**config.mk**
```make
export PLATFORM = sky130hd
export DESIGN_NAME = uart_rx_param
export DESIGN_NICKNAME = d
export VERILOG_FILES = /design/src/rtl/uart_pkg.sv /design/src/rtl/uart_rx_sync.sv /design/src/rtl/uart_rx_param.sv
export SDC_FILE = /design/constraint.sdc
export NUM_CORES = 1
export LEC_CHECK = 0
export ABC_AREA = 1
export BUFFER_PORTS_ARGS = -buffer_cell sky130_fd_sc_hd__buf_4
export CORE_ASPECT_RATIO = 0.5
export CORE_MARGIN = 2
export CORE_UTILIZATION = 50
export CTS_BUF_LIST = sky130_fd_sc_hd__clkbuf_4 sky130_fd_sc_hd__clkbuf_8 sky130_fd_sc_hd__clkbuf_16
export DETAILED_ROUTE_END_ITERATION = 7
export MAX_ROUTING_LAYER = met4
export PLACE_DENSITY = 0.74
export SYNTH_ARGS = -nofsm -noshare
export SYNTH_HDL_FRONTEND = slang
export SYNTH_SLANG_ARGS = --single-unit
```
**constraint.sdc**
```tcl
create_clock -name clk -period 2.21 [get_ports clk]
set_clock_uncertainty 0.2 [all_clocks]
set_input_delay 0.1105 -clock clk [delete_from_list [all_inputs] [get_ports clk]]
set_output_delay 0.1105 -clock clk [all_outputs]
set_load 0.005 [all_outputs]
```
**src/rtl/uart_pkg.sv**
```systemverilog
// Shared definitions for the UART receive path: parity encodings, receiver
// state encoding and the data-bit clamp helper.
package uart_pkg;

    localparam logic [1:0] PAR_NONE  = 2'b00;
    localparam logic [1:0] PAR_ODD   = 2'b01;
    localparam logic [1:0] PAR_EVEN  = 2'b10;
    localparam logic [1:0] PAR_NONE2 = 2'b11;

    localparam int MIN_DATA_BITS = 5;

    typedef enum logic [2:0] {
        IDLE      = 3'd0,
        START     = 3'd1,
        DATA      = 3'd2,
        PARITY    = 3'd3,
        STOP      = 3'd4,
        WAIT_HIGH = 3'd5
    } rx_state_t;

    // Out-of-range requests saturate to the supported window.
    function automatic logic [3:0] clamp_bits(input logic [3:0] req, input logic [3:0] max_bits);
        if (req < 4'(MIN_DATA_BITS)) begin
            return 4'(MIN_DATA_BITS);
        end
        if (req > max_bits) begin
            return max_bits;
        end
        return req;
    endfunction

endpackage

```
**src/rtl/uart_rx_sync.sv**
```systemverilog
// rx synchroniser (reset to idle-high) plus the three-sample majority voter.
// The first two samples are stored; the third is the live synchronised value.
module uart_rx_sync #(
    parameter int SYNC_STAGES = 2
) (
    input  logic clk,
    input  logic reset,
    input  logic rx_i,
    input  logic sample_en_i,
    output logic rxs_o,
    output logic vote_o
);

    logic [SYNC_STAGES-1:0] sync_q;
    logic [1:0]             samp_q;

    genvar gi;
    generate
        for (gi = 0; gi < SYNC_STAGES; gi++) begin : g_sync
            if (gi == 0) begin : g_first
                always_ff @(posedge clk or posedge reset) begin
                    if (reset) begin
                        sync_q[gi] <= 1'b1;
                    end else begin
                        sync_q[gi] <= rx_i;
                    end
                end
            end else begin : g_rest
                always_ff @(posedge clk or posedge reset) begin
                    if (reset) begin
                        sync_q[gi] <= 1'b1;
                    end else begin
                        sync_q[gi] <= sync_q[gi-1];
                    end
                end
            end
        end
    endgenerate

    assign rxs_o = sync_q[SYNC_STAGES-1];

    always_ff @(posedge clk or posedge reset) begin
        if (reset) begin
            samp_q <= 2'b11;
        end else if (sample_en_i) begin
            samp_q <= {samp_q[0], rxs_o};
        end
    end

    assign vote_o = (samp_q[1] & samp_q[0]) | (samp_q[1] & rxs_o) | (samp_q[0] & rxs_o);

endmodule

```
**src/rtl/uart_rx_param.sv**
```systemverilog
// Parametrised UART receiver: start-edge detection with glitch rejection,
// majority-voted bit sampling, parity/framing/break checks, valid/ready output.
module uart_rx_param
    import uart_pkg::*;
#(
    parameter int OVERSAMPLE    = 16,
    parameter int MAX_DATA_BITS = 9,
    parameter int SYNC_STAGES   = 2
) (
    input  logic                     clk,
    input  logic                     reset,
    input  logic                     rx,
    input  logic                     sam_tick,
    input  logic [3:0]               data_bits,
    input  logic [1:0]               parity,
    input  logic                     stop_bits,
    output logic [MAX_DATA_BITS-1:0] data_out,
    output logic                     data_valid,
    input  logic                     data_ready,
    output logic                     parity_err,
    output logic                     frame_err,
    output logic                     break_det,
    output logic                     overrun
);

    localparam int CW = $clog2(OVERSAMPLE);
    localparam logic [CW-1:0] CNT_HALF = CW'(OVERSAMPLE / 2 - 1);
    localparam logic [CW-1:0] CNT_S1   = CW'(OVERSAMPLE - 3);
    localparam logic [CW-1:0] CNT_S2   = CW'(OVERSAMPLE - 2);
    localparam logic [CW-1:0] CNT_LAST = CW'(OVERSAMPLE - 1);

    rx_state_t                state_q;
    logic [CW-1:0]            cnt_q;
    logic [3:0]               bit_idx_q;
    logic [3:0]               nbits_q;
    logic [1:0]               par_mode_q;
    logic                     two_stop_q;
    logic                     stop_idx_q;
    logic [MAX_DATA_BITS-1:0] shift_q;
    logic                     xor_q;
    logic                     zero_q;
    logic                     pe_q;
    logic                     fe_q;
    logic                     brk_q;

    logic [MAX_DATA_BITS-1:0] dout_q, dout_d;
    logic                     valid_q, valid_d;
    logic                     pe_out_q, pe_out_d;
    logic                     fe_out_q, fe_out_d;
    logic                     brk_out_q, brk_out_d;
    logic                     ovr_q, ovr_d;

    logic          rxs;
    logic          vote;
    logic          in_bit_state;
    logic          sample_en;
    logic          bit_tick;
    logic [CW-1:0] cnt_next;
    logic          par_en;
    logic          last_stop;
    logic          stop_fe;
    logic          stop_brk;
    logic          pe_bit;
    logic          done_c;
    logic          handshake;

    uart_rx_sync #(
        .SYNC_STAGES(SYNC_STAGES)
    ) u_sync (
        .clk        (clk),
        .reset      (reset),
        .rx_i       (rx),
        .sample_en_i(sample_en),
        .rxs_o      (rxs),
        .vote_o     (vote)
    );

    assign in_bit_state = (state_q == DATA) || (state_q == PARITY) || (state_q == STOP);
    assign sample_en    = sam_tick && in_bit_state && ((cnt_q == CNT_S1) || (cnt_q == CNT_S2));
    assign bit_tick     = sam_tick && in_bit_state && (cnt_q == CNT_LAST);
    assign cnt_next     = (cnt_q == CNT_LAST) ? '0 : cnt_q + CW'(1);
    assign par_en       = (par_mode_q == PAR_ODD) || (par_mode_q == PAR_EVEN);
    assign last_stop    = (stop_idx_q == two_stop_q);
    assign stop_fe      = fe_q | ~vote;
    // Break qualification only looks at the first stop bit.
    assign stop_brk     = stop_idx_q ? brk_q : (zero_q & ~vote);
    assign pe_bit       = (par_mode_q == PAR_ODD) ? ~(xor_q ^ vote) : (xor_q ^ vote);
    assign done_c       = bit_tick && (state_q == STOP) && last_stop;

    always_ff @(posedge clk or posedge reset) begin
        if (reset) begin
            state_q    <= IDLE;
            cnt_q      <= '0;
            bit_idx_q  <= '0;
            nbits_q    <= 4'(MIN_DATA_BITS);
            par_mode_q <= PAR_NONE;
            two_stop_q <= 1'b0;
            stop_idx_q <= 1'b0;
            shift_q    <= '0;
            xor_q      <= 1'b0;
            zero_q     <= 1'b0;
            pe_q       <= 1'b0;
            fe_q       <= 1'b0;
            brk_q      <= 1'b0;
        end else begin
            case (state_q)
                IDLE: begin
                    if (!rxs) begin
                        state_q    <= START;
                        cnt_q      <= '0;
                        bit_idx_q  <= '0;
                        nbits_q    <= clamp_bits(data_bits, 4'(MAX_DATA_BITS));
                        par_mode_q <= parity;
                        two_stop_q <= stop_bits;
                        stop_idx_q <= 1'b0;
                        shift_q    <= '0;
                        xor_q      <= 1'b0;
                        zero_q     <= 1'b1;
                        pe_q       <= 1'b0;
                        fe_q       <= 1'b0;
                        brk_q      <= 1'b0;
                    end
                end
                START: begin
                    if (sam_tick) begin
                        if (cnt_q == CNT_HALF) begin
                            cnt_q   <= '0;
                            state_q <= rxs ? IDLE : DATA;
                        end else begin
                            cnt_q <= cnt_q + CW'(1);
                        end
                    end
                end
                DATA: begin
                    if (sam_tick) begin
                        cnt_q <= cnt_next;
                    end
                    if (bit_tick) begin
                        for (int i = 0; i < MAX_DATA_BITS; i++) begin
                            if (bit_idx_q == 4'(i)) begin
                                shift_q[i] <= vote;
                            end
                        end
                        xor_q  <= xor_q ^ vote;
                        zero_q <= zero_q & ~vote;
                        if (bit_idx_q == nbits_q - 4'd1) begin
                            state_q <= par_en ? PARITY : STOP;
                        end else begin
                            bit_idx_q <= bit_idx_q + 4'd1;
                        end
                    end
                end
                PARITY: begin
                    if (sam_tick) begin
                        cnt_q <= cnt_next;
                    end
                    if (bit_tick) begin
                        pe_q    <= pe_bit;
                        zero_q  <= zero_q & ~vote;
                        state_q <= STOP;
                    end
                end
                STOP: begin
                    if (sam_tick) begin
                        cnt_q <= cnt_next;
                    end
                    if (bit_tick) begin
                        fe_q  <= stop_fe;
                        brk_q <= stop_brk;
                        if (last_stop) begin
                            state_q <= stop_fe ? WAIT_HIGH : IDLE;
                        end else begin
                            stop_idx_q <= 1'b1;
                        end
                    end
                end
                WAIT_HIGH: begin
                    if (rxs) begin
                        state_q <= IDLE;
                    end
                end
                default: state_q <= IDLE;
            endcase
        end
    end

    assign handshake = valid_q && data_ready;

    // A completed frame is dropped (and overrun flagged) only if the held
    // word is still waiting and is not being taken this very cycle.
    always_comb begin
        dout_d    = dout_q;
        valid_d   = valid_q;
        pe_out_d  = pe_out_q;
        fe_out_d  = fe_out_q;
        brk_out_d = brk_out_q;
        ovr_d     = ovr_q;
        if (handshake) begin
            valid_d = 1'b0;
            ovr_d   = 1'b0;
        end
        if (done_c) begin
            if (!valid_q || data_ready) begin
                dout_d    = shift_q;
                valid_d   = 1'b1;
                pe_out_d  = pe_q;
                fe_out_d  = stop_fe;
                brk_out_d = stop_brk;
            end else begin
                ovr_d = 1'b1;
            end
        end
    end

    always_ff @(posedge clk or posedge reset) begin
        if (reset) begin
            dout_q    <= '0;
            valid_q   <= 1'b0;
            pe_out_q  <= 1'b0;
            fe_out_q  <= 1'b0;
            brk_out_q <= 1'b0;
            ovr_q     <= 1'b0;
        end else begin
            dout_q    <= dout_d;
            valid_q   <= valid_d;
            pe_out_q  <= pe_out_d;
            fe_out_q  <= fe_out_d;
            brk_out_q <= brk_out_d;
            ovr_q     <= ovr_d;
        end
    end

    assign data_out   = dout_q;
    assign data_valid = valid_q;
    assign parity_err = pe_out_q;
    assign frame_err  = fe_out_q;
    assign break_det  = brk_out_q;
    assign overrun    = ovr_q;

endmodule

```
Word level (Yosys, flattened, before mapping)

Index checks and enable logic that the tools add are counted.

Add/sub/neg operators: 3
Order comparisons: 2
Equal/unequal tests: 43
Multiplexer cells: 68
Bitwise operators: 11
Reductions and logical operators: 40

Operators by type and width:

| operator                                                              | count |
|---|---|
| 4-bit AND reduction                                                   | 12 |
| 4-bit two-way mux                                                     | 11 |
| 1-bit two-way mux                                                     | 33 |
| 3-bit two-way mux                                                     | 11 |
| 2-bit by 1-bit != test with 1-bit output, second input constant       | 13 |
| 4-bit by 3-bit equality test with 1-bit output, second input constant | 5 |
| 9-bit two-way mux                                                     | 2 |
| 2-bit != test, second input constant                                  | 9 |
| 3-bit one-hot mux with 6 select lines                                 | 1 |
| 9-bit one-hot mux with 2 select lines                                 | 1 |
| 4-bit equality test, second input constant                            | 4 |
| 1-bit one-hot mux with 2 select lines                                 | 6 |
| 4-bit one-hot mux with 3 select lines                                 | 1 |
| 3-bit AND reduction                                                   | 4 |
| 9-bit AND reduction                                                   | 1 |
| 4-bit by 1-bit adder with 4-bit output, second input constant         | 2 |
| 4-bit by 2-bit equality test with 1-bit output, second input constant | 2 |
| 4-bit one-hot mux with 2 select lines                                 | 1 |
| 2-bit nonzero test                                                    | 4 |
| 3-bit by 2-bit equality test with 1-bit output, second input constant | 2 |
| 3-bit equality test, second input constant                            | 2 |
| 1-bit logical AND                                                     | 6 |
| 1-bit logical OR                                                      | 5 |
| 1-bit AND                                                             | 4 |
| 20 further kinds                                                      | 25 |

Flip-flop bits (word level): 51
Bits of input ports: 12
Output and inout port bits: 14

Longest topological paths before layout

Gate-level depths: netlist of run 1.

Depth in word-level cells: 9
Mapped depth: 13
Depth with buffers taken out: 13

Cells and area by module

A second synthesis of run 1 with hierarchy kept.

Cell total of the unflattened synthesis: 363
Area, all modules: 2788.9 um^2

Modules (own cells, without submodules):

| module        | times used | cells an instance | area an instance (um^2) |
|---|---|---|---|
| uart_rx_param | 1          | 348               | 2635.0 |
| uart_rx_sync  | 1          | 15                | 153.9 |

Worst setup path after synthesis of run 1

Ideal clock, no wire load.

Path type: register to register
Start: reg nbits_q[0]
End: reg bit_idx_q[2]
Library setup time: 65 ps
Arrival time: 1642 ps
Slack: 303 ps
Cell stages (with the launch flop): 14
Cell sequence: dfstp_2 > inv_1 > ha_1 > inv_1 > nand2_1 > nand2_1 > nand2_1 > nor2_1 > nand2_1 > nand2_1 > nand2_1 > nand2_1 > nand2_1 > nand2_1

Word-level cells in the longest chain between the ends: 4

RTL lines:

| item                                        | RTL line             | source |
|---|---|---|
| start: declaration                          | uart_rx_param.sv:35  | `logic [3:0] nbits_q;` |
| start signal: assignment                    | uart_rx_param.sv:95  | `nbits_q <= 4'(MIN_DATA_BITS);` |
| start signal: assignment                    | uart_rx_param.sv:112 | `nbits_q <= clamp_bits(data_bits, 4'(MAX_DATA_BITS));` |
| 4-bit by 1-bit subtractor with 4-bit output | uart_rx_param.sv:146 | `if (bit_idx_q == nbits_q - 4'd1) begin` |
| 4-bit equality test                         | uart_rx_param.sv:146 |  |
| 2-bit != test (no source line)              | --                   |  |
| 4-bit AND reduction (no source line)        | --                   |  |
| end signal: assignment                      | uart_rx_param.sv:149 | `bit_idx_q <= bit_idx_q + 4'd1;` |
| end: declaration                            | uart_rx_param.sv:34  | `logic [3:0] bit_idx_q;` |

Every way passes these cells.
A chain may end at the register's enable or synchronous reset.

Final worst setup path of run 1

Start: reg nbits_q[0]
End: reg bit_idx_q[1]

Same word-level chain as after synthesis.

==> impl_results.md, run 1 <==
- Routed vias: 2461
- Largest net degree at the start of global routing: 24
- CTS tree: done
- EDFF count, synth: 0
- CP Capture Type: register
- Worst hold margin: 0.0179 ns
- Max-cap violations: 0
- H-tree levels: 2
- Drt first pass iters: 4
- Critical-path cell list: inv_1 > ha_1 > inv_1 > nand2_1 > nand2_1 > nand2_1 > nor2_1 > nand2_1 > nand2_2 > nand2_2 > nand2_2 > nand2_1 > nand2_1
- Number of hold violations in the final report: 0
- Initial antenna violation count: 0
- Netlist area before placement: 2810 um^2
- Critical path origin: nbits_q[0]
- Wirelength, routed: 5890 um
- Crit Reg-Reg Endpoint: bit_idx_q[1]
- Maximum buffer depth of the clock tree: 2
- CTS Buf Count: 5
- Commonest cells in the netlist: nand2_1, dfrtp_1, inv_1
- Starting Density: 51.6%
- Setup-failing EPs final: 0
- Setup CP Type: reg -> reg
- DRC viols: 0
- Yosys warning count: 0
- First-iteration detailed-routing DRC count: 111
- Worst-margin pin slew: 0.517 ns
- Clock Pin Slew Worst Setup and Hold Paths: 0.10 ns
- RSZ-0062 raised after global routing: false
- Clock sink count: 51
- Final period utilization: 92.0%
- Hold Crit Class: in -> reg
- Max-slew violation count: 0
- Later-pin clock latency in the skew report: 0.31 ns
- Root Driver: clkbuf_8
- Vias in the first global route: 2407
- Final Wtd Congestion: 1.01
- Worst R2R Path Depth: 13
- Max incr delay on CP: 0.55 ns
- Die height: 57.0 um
- WL/cell: 12.1 um
- Placed cell areas: 3100 um^2
- Asr flop ratio synth: 100%
- Post-Syn Instances: 368
- # IOs: 26
- Syn-to-layout area delta: 18.4%
- GRT Util Overall: 21.9%
- Die W: 110 um
- Core Rows: 19
- Final core utilization: 61.1%
- Share of cells above drive strength 1: 17.2%
- Diodes inserted: 0
- Core Area: 5440 um^2
- R2r setup slk: 0.18 ns
- Critical path's most frequent cell: nand2_1
- Mean Syn Cell Area: 7.63 um^2
- Synth cell types: 33
- First-pass GRT wire length: 10500 um
- Fill cell count: 481
- Worst-path maximum fanout: 5
- WP data arrival: 2.08 ns
- Post-layout power: 3.00 mW
- Count leader, synth: nand2_1
- VDD IR-drop max: 0.000392 V
- Fin area: 3320 um^2
- Slowest cell on crit path: dfstp_2
- Hpwl dp: 4510 um
- Layout Nets: 433
- Die Area: 6270 um^2
- Post-DRT Antenna Nets: 0
- Post-synth top area cell: dfrtp_1
- Largest cells by area after synthesis: dfrtp_1, nand2_1, inv_1
- Post-synth top flop: dfrtp_1
- Synth Net Count: 389
- Synth top area share: 40.1%
- GRT Residual Overflow: 0
- Reg-to-Reg Start: nbits_q[0]
- Register area share after synthesis: 45.7%
- Synth Register Bits: 51
- CP startpoint kind: register
- Final min period: 2.03 ns
- Relative slew margins: 65.3%
- FMAX: 0.492 GHz
- Leak Pwr: 1.79 nW
- PortBufs: 25
- Status: finished clean
- Crit path to: bit_idx_q[1]
- Via/cell ratio: 5.06
- TNS Setup: 0 ns
- Worst EP required: 2.26 ns
- Cell area power density: 901 nW/um^2
## per-stage QoR
| stage | instances | setup slack, ns |
|---|---|---|
| 2_1_floorplan | 368 | 0.303 |
| 6_report | 486 | 0.177 |
| 3_5_place_dp | 466 | 0.0977 |
| 3_3_place_gp | 466 | 0.190 |
| 4_1_cts | 484 | 0.0761 |
| 5_1_grt | 486 | 0.0224 |
## layout by cell type, fill, tap and decap left out, types with 2 or more instances in the layout
cell type,count
clkbuf_8,6
o21ai_0,28
o31ai_1,2
nor2_1,24
nand2_1,120
ha_1,9
nor2_4,3
o21ai_1,11
inv_1,44
nor3_1,3
dlygate4sd3_1,10
a21oi_1,5
dfstp_2,6
buf_4,33
xor2_1,4
o21bai_1,2
nor2_2,5
inv_2,6
nand3_1,27
nand2_2,5
dfrtp_1,45
nand4_1,3
## where the power goes
group | internal [mW] | switching [mW]
Combinational | 0.414 | 0.801
Sequential | 1.07 | 0.135
Clock | 0.256 | 0.318
## kinds of logic after synthesis
group / count (synthesis) / share of synthesized area, %
AND/OR/NAND/NOR: 193 / 29.9
buffers and inverters: 56 / 7.98
AO/OA/AOI/OAI: 54 / 10.8
flip-flops: 51 / 45.7
adder cells (fa/ha/maj): 9 / 4.01
XOR/XNOR: 5 / 1.56
## critical path: cells and delay by family (launching register included)
kind / cells / cell delay, ns
buf+inv: 2 / 0.14
flops: 1 / 0.55
fa+ha+maj: 1 / 0.32
simple gates: 10 / 0.77
## routing by layer
layer	GRT usage, %	up-vias	wire (um)
met4	6.15	0	65
met5	-	-	0
li1	-	1247	-
met3	5.03	6	356
met2	33.4	68	2690
met1	29.7	1140	2770
## worst min path at each step
stage,start,endpoint,slack (ns),cells after the start
2_1_floorplan,rx,u_sync.sync_q[0],-0.09,0
3_3_place_gp,reset,parity_err,-0.11,2
3_5_place_dp,reset,parity_err,-0.11,2
4_1_cts,sam_tick,cnt_q[2],0.01,4
5_1_grt,sam_tick,cnt_q[2],0.06,3
6_report,sam_tick,cnt_q[2],0.02,4
## what timing repair did
| action | CTS | global route |
|---|---|---|
| setup endpoints to repair | 0 | 26 |
| endpoints found under the hold margin | 57 | 0 |
| hold buffers | 10 | 0 |
| resized for setup | 0 | 5 |
| setup buffers | 0 | 2 |
## registers in the layout, indices dropped and copies added, names as in the netlist, 2 cells and up
register / flops
bit_idx_q: 4
u_sync.samp_q: 2
par_mode_q: 2
nbits_q: 4
data_out: 9
shift_q: 9
state_q: 3
cnt_q: 4
## final cells by class
type | count | area (um^2) | area share (%)
flip-flops and latches | 51 | 1280 | 38.6
repair buffers | 43 | 348 | 10.5
clock inverters | 2 | 16.3 | 0.489
clock buffers | 6 | 82.6 | 2.48
multi-input cells | 261 | 1320 | 39.6
inverters | 50 | 188 | 5.65
well taps | 73 | 91.3 | 2.75
(Power assumes the default switching activity.)
==> run 2: changes to the inputs <==
==> constraint.sdc (replaced) <==
create_clock -name clk -period 2.41 [get_ports clk]
set_clock_uncertainty 0.2 [all_clocks]
set_input_delay 0.1205 -clock clk [delete_from_list [all_inputs] [get_ports clk]]
set_output_delay 0.1205 -clock clk [all_outputs]
set_load 0.005 [all_outputs]
==> impl_results.md, run 2 (synthesized netlist as in run 1, its figures left out) <==
- Status: finished clean
- Worst-path maximum fanout: 9 (+4)
- Final Wtd Congestion: 0.904 (-11%)
- CTS tree: done
- FMAX: 0.454 GHz (-7.8%)
- Max incr delay on CP: 0.57 ns (+0.02 ns)
- Cell area power density: 859 nW/um^2 (-4.7%)
- Clock sink count: 51 (unchanged)
- Core Rows: 19 (unchanged)
- Relative slew margins: 70.6% (+5.3 points)
- Number of hold violations in the final report: 0 (unchanged)
- Maximum buffer depth of the clock tree: 2 (unchanged)
- Vias in the first global route: 2140 (-11%)
- Largest net degree at the start of global routing: 52 (+120%)
- Hpwl dp: 4180 um (-7.4%)
- RSZ-0062 raised after global routing: false
- WP data arrival: 2.26 ns (+0.18 ns)
- CTS Buf Count: 5 (unchanged)
- CP startpoint kind: register
- Core Area: 5440 um^2 (unchanged)
- H-tree levels: 2 (unchanged)
- First-pass GRT wire length: 9620 um (-8.2%)
- Most frequent cells in the layout: nand2_1, inv_1, dfrtp_1, o21ai_0
- VDD IR-drop max: 0.000377 V (-3.9%)
- Fin area: 3300 um^2 (-0.60%)
- Placed cell areas: 3090 um^2 (-0.32%)
- Die W: 110 um (unchanged)
- Setup CP Type: reg -> reg
- Via/cell ratio: 5.05 (-0.35%)
- # IOs: 26 (unchanged)
- PortBufs: 25 (unchanged)
- DRC viols: 0 (unchanged)
- GRT Residual Overflow: 0 (unchanged)
- Placed Cells: 463 (-0.64%)
- TNS Setup: 0 ns (unchanged)
- Leak Pwr: 1.77 nW (-0.73%)
- Max-cap violations: 0 (unchanged)
- # Post-CTS Setup Buffers: 0 (unchanged)
- CP Buf/Inv Count: 4 (+2)
- WL/cell: 11.9 um (-2.1%)
- Final non-filler cell total: 480 (-1.2%)
- Drt first pass iters: 4 (unchanged)
- Final WS setup: 0.207 ns (+0.0291 ns)
- Clock Pin Slew Worst Setup and Hold Paths: 0.09 ns (about the same)
- Starting Density: 51.6% (unchanged)
- GRT Util Overall: 20.4% (-1.5 points)
- Post-DRT Antenna Nets: 0 (unchanged)
- Final period utilization: 91.4% (-0.54 points)
- Initial antenna violation count: 0 (unchanged)
- Max-slew violation count: 0 (unchanged)
- Setup-failing EPs final: 0 (unchanged)
- First-iteration detailed-routing DRC count: 110 (-0.90%)
- Layout Nets: 427 (-1.4%)
- Worst-margin pin slew: 0.438 ns (-0.0787 ns)
- Diodes inserted: 0 (unchanged)
- Critical-path cell list: inv_2 > nand2_1 > nor2_4 > inv_1 > nor2_4 > inv_2 > nor2_1 > o31ai_1 > o211ai_1 > dlygate4sd3_1
- Die height: 57.0 um (unchanged)
- Hold Crit Class: in -> reg
- Post-place setup slack: 0.190 ns (+0.0918 ns)
- Syn-to-layout area delta: 17.7%
- Worst EP required: 2.46 ns (+0.20 ns)
- Share of cells above drive strength 1: 15.5% (-1.7 points)
- Die Area: 6270 um^2 (unchanged)
- CP Capture Type: register
- Most common cell after layout, fill and taps aside: nand2_1
- Wirelength, routed: 5700 um (-3.3%)
- Final min period: 2.20 ns (+0.171 ns)
- Later-pin clock latency in the skew report: 0.31 ns (about the same)
- Slowest cell on crit path: dlygate4sd3_1
- CP top delay family: buffers and inverters
- Root Driver: clkbuf_8
- Routed vias: 2422 (-1.6%)
## run 2: cell count changes in the layout (fill, tap and decap cells not counted), sizes merged
cell         previous run  this run
buf                    33        28
bufinv                  0         1
dlygate4sd3            10         9
clkinvlp                1         0
## run 2: final timing paths
path | start | end | slack (ns) | depth (start not counted)
worst min-delay path | data_bits[2] | nbits_q[1] | 0.009 | 5
worst max-delay path | state_q[0] | nbits_q[0] | 0.21 | 10
max in group asynchronous | reset | u_sync.samp_q[0] | 1.52 | 4
min in group asynchronous | reset | data_out[6] | 0.20 | 4
worst min register to register | u_sync.sync_q[0] | u_sync.rxs_o | 0.16 | 0
worst max register to register | state_q[0] | nbits_q[0] | 0.21 | 10
## run 2: area by class of cell
cell class / count / area, um^2
sequential: 51 / 1280
inverter: 50 / 188
clock inverter: 2 / 35.0
multi-input combinational: 261 / 1310
fill: 488 / 2140
tap: 73 / 91.3
clock buffer: 6 / 82.6
timing repair buffer: 37 / 313
## run 2: routing by layer
metal	up-vias	routed length (um)	global-route usage [%]
met4	0	74	6.15
met2	50	2550	31.1
met5	-	0	-
li1	1244	-	-
met1	1121	2780	27.4
met3	7	291	4.80
## run 2: power by group
group,switching (mW),internal [mW],leakage (nW)
sequential,0.122,0.984,0.670
combinational,0.734,0.377,1.04
clock,0.285,0.336,0.0612
## run 2: worst register-to-register path, cell delays in order, from the launching register on
cell           delay [ns]
dfrtp_2              0.48
inv_2                0.09
nand2_1              0.08
nor2_4               0.14
inv_1                0.10
nor2_4               0.10
inv_2                0.09
nor2_1               0.13
o31ai_1              0.09
o211ai_1             0.08
dlygate4sd3_1        0.57
## run 2: repair_timing
action                                  CTS  global route
hold endpoints to repair                 60             0
resized for setup                         0             3
hold buffers                              9             0
endpoints found under the setup margin    0             8
## run 2: stage by stage
stage	util, %	hold WS, ns	total power [mW]
6_report	60.7	0.00936	2.84
5_1_grt	60.7	0.0426	3.08
4_1_cts	60.5	0.00710	2.83
3_5_place_dp	56.7	-0.00615	2.17
3_3_place_gp	56.7	-0.00901	2.13
2_1_floorplan	-	-0.0750	1.95
==> run 3: changes to the inputs <==
--- a/config.mk
+++ b/config.mk
@@ -16,4 +16,5 @@
 export PLACE_DENSITY = 0.74
 export SYNTH_ARGS = -nofsm -noshare
 export SYNTH_HDL_FRONTEND = slang
+export SYNTH_HIERARCHICAL = 1
 export SYNTH_SLANG_ARGS = --single-unit
==> impl_results.md, run 3 <==
- EDFF count, synth: 0 (unchanged)
- Starting Density: 51.5% (-0.12 points)
- Max-cap violations: 0 (unchanged)
- Syn-to-layout area delta: 19.4%
- Layout Nets: 430 (+0.70%)
- H-tree levels: 2 (unchanged)
- Clock sink count: 51 (unchanged)
- Mean Syn Cell Area: 7.68 um^2 (+0.70%)
- Count leader, synth: nand2_1
- Hpwl dp: 4030 um (-3.5%)
- Drt first pass iters: 4 (unchanged)
- Netlist area before placement: 2790 um^2 (-0.67%)
- Worst EP required: 2.44 ns (-0.02 ns)
- Final Wtd Congestion: 0.812 (-10%)
- Hold Crit Class: in -> reg
- Setup CP Type: reg -> reg
- Later-pin clock latency in the skew report: 0.30 ns (about the same)
- Final period utilization: 94.0% (+2.6 points)
- GRT Residual Overflow: 0 (unchanged)
- PortBufs: 25 (unchanged)
- Final min period: 2.27 ns (+0.0628 ns)
- Leak Pwr: 1.75 nW (-1.6%)
- Root Driver: clkbuf_8
- Via/cell ratio: 5.01 (-0.66%)
- Yosys warning count: 6 (+6)
- Worst-margin pin slew: 0.592 ns (+0.154 ns)
- Asr flop ratio synth: 100% (unchanged)
- WP data arrival: 2.30 ns (+0.04 ns)
- Clock power frac: 21.6% (-0.3 points)
- Psw: 1.17 mW (+2.6%)
- Setup-failing EPs final: 0 (unchanged)
- Post-DRT Antenna Nets: 0 (unchanged)
- Pint: 1.77 mW (+4.0%)
- Share of power burned in registers: 38.7% (-0.3 points)
- Synth Register Bits: 51 (unchanged)
- Most common cell after layout, fill and taps aside: nand2_1
- Largest cells by area after synthesis: dfrtp_1, nand2_1, inv_1
- Register area share after synthesis: 46.0% (+0.31 points)
- Max-slew violation count: 0 (unchanged)
- Synth Net Count: 384 (-1.3%)
- Share of cells above drive strength 1: 16.6% (+1.1 points)
- WHS Path Cells: 4 (-1)
- Synth cell types: 34 (+3.0%)
- Worst-path maximum fanout: 10 (+1)
- Post-layout power: 2.93 mW (+3.4%)
- Routed vias: 2421 (-0.041%)
- Core Rows: 19 (unchanged)
- Number of hold violations in the final report: 0 (unchanged)
- # IOs: 26 (unchanged)
- Switching Fraction: 39.8% (-0.34 points)
- Status: finished clean
- Worst R2R Path Depth: 8 (-2)
- Core Area: 5420 um^2 (-0.44%)
- Relative slew margins: 60.5% (-10 points)
- CP startpoint kind: register
- Most frequent cells in the layout: nand2_1, dfrtp_1, inv_1, buf_4, nor2_1
- Vias in the first global route: 2210 (+3.3%)
- CTS tree: done
- Post-synth top area cell: dfrtp_1
- GRT Util Overall: 20.4% (about the same)
- DRC viols: 0 (unchanged)
- RSZ-0062 raised after global routing: false
- Fill cell count: 466 (-4.5%)
- TNS Setup: 0 ns (unchanged)
- WL/cell: 11.6 um (-2.1%)
- Diodes inserted: 0 (unchanged)
- Wirelength, routed: 5610 um (-1.5%)
- Largest net degree at the start of global routing: 48 (-7.7%)
- Commonest cells in the netlist: nand2_1, dfrtp_1, inv_1
- Die W: 110 um (-0.32%)
- First-pass GRT wire length: 9690 um (+0.72%)
- Synth top area share: 40.4% (+0.27 points)
- Post-Syn Instances: 363 (-1.4%)
- FMAX: 0.441 GHz (-2.8%)
- Cell area power density: 881 nW/um^2 (+2.6%)
- Die Area: 6230 um^2 (-0.64%)
- Initial antenna violation count: 0 (unchanged)
- CTS Buf Count: 5 (unchanged)
- Die height: 56.8 um (-0.32%)
- First-iteration detailed-routing DRC count: 109 (-0.91%)
- VDD IR-drop max: 0.000407 V (+8.0%)
- Maximum buffer depth of the clock tree: 2 (unchanged)
- Clock Pin Slew Worst Setup and Hold Paths: 0.10 ns (about the same)
- Post-synth top flop: dfrtp_1
- CP Capture Type: register
- Combinational Power Share: 39.6% (+0.5 points)
run 3: critical path, stage by stage, from the launching register on:
cell	delay (ns)
dfrtp_1	0.46
inv_2	0.16
nand2_2	0.13
nor2_4	0.17
inv_2	0.12
a31oi_1	0.16
dlygate4sd3_1	0.62
o21ai_1	0.08
o211ai_1	0.09
run 3: stage by stage:
| step | util, % | setup WS, ns | area [um^2] | hold WS [ns] | std cells |
|---|---|---|---|---|---|
| after CTS | 60.9 | 0.00689 | 3300 | 0.0125 | 479 |
| after global placement | 56.6 | 0.368 | 3070 | 0.0158 | 460 |
| after global routing | 61.4 | 0.0192 | 3330 | 0.0327 | 483 |
| final | 61.4 | 0.144 | 3330 | 0.0198 | 483 |
| after detailed placement | 56.6 | 0.298 | 3070 | 0.0301 | 460 |
| after floorplan | - | 0.481 | 2790 | -0.124 | 363 |
run 3: worst paths after layout:
| kind | start | endpoint | slack (ns) |
|---|---|---|---|
| worst max register to register | state_q[2] | nbits_q[0] | 0.14 |
| worst max-delay path | state_q[2] | nbits_q[0] | 0.14 |
| max in group asynchronous | reset | state_q[0] | 1.27 |
| worst min register to register | u_sync/sync_q[0] | u_sync/rxs_o | 0.17 |
| min in group asynchronous | reset | u_sync/rxs_o | 0.25 |
| worst min-delay path | sam_tick | zero_q | 0.02 |
run 3: cell families (layout without fill, tap and decap cells):
family / Yosys count / in the layout / synth area share (%)
buffers and inverters: 52 / 99 / 7.40
adders and majority gates: 9 / 9 / 4.04
AOI/OAI and AO/OA: 59 / 59 / 11.6
and+or+nand+nor: 187 / 187 / 29.4
DFF: 51 / 51 / 46.0
xor gates and xnor gates: 5 / 5 / 1.57
run 3: power by group through the flow:
| stage | Sequential, mW | Combinational (mW) | Clock [mW] |
|---|---|---|---|
| 6_report | 1.14 | 1.16 | 0.635 |
| 5_1_grt | 1.15 | 1.33 | 0.703 |
| 4_1_cts | 1.13 | 1.12 | 0.655 |
| 3_5_place_dp | 1.14 | 1.09 | 0 |
| 3_3_place_gp | 1.14 | 1.05 | 0 |
| 2_1_floorplan | 1.12 | 0.874 | 0 |
run 3: per-layer routing:
layer,GRT usage [%],part of all wire [%],up-vias,wire length [um]
met4,3.62,0.48,0,27
met1,26.7,48,1105,2710
met3,5.92,5.6,4,312
li1,-,-,1247,-
met2,32.2,46,65,2560
met5,-,0,-,0
run 3: area by class of cell:
type                       count  area, um^2  share of cell area [%]
clock inverter                 2        38.8                    1.16
tap                           73        91.3                    2.74
clock buffer                   6        82.6                    2.48
inverter                      47         176                    5.30
timing repair buffer          44         358                    10.7
multi-input combinational    260        1300                    39.0
sequential                    51        1280                    38.6
run 3: timing repair:
item,CTS,global route
setup buffers,0,4
endpoints found under the setup margin,0,2
endpoints found under the hold margin,57,0
resized for setup,0,1
hold buffers,11,0
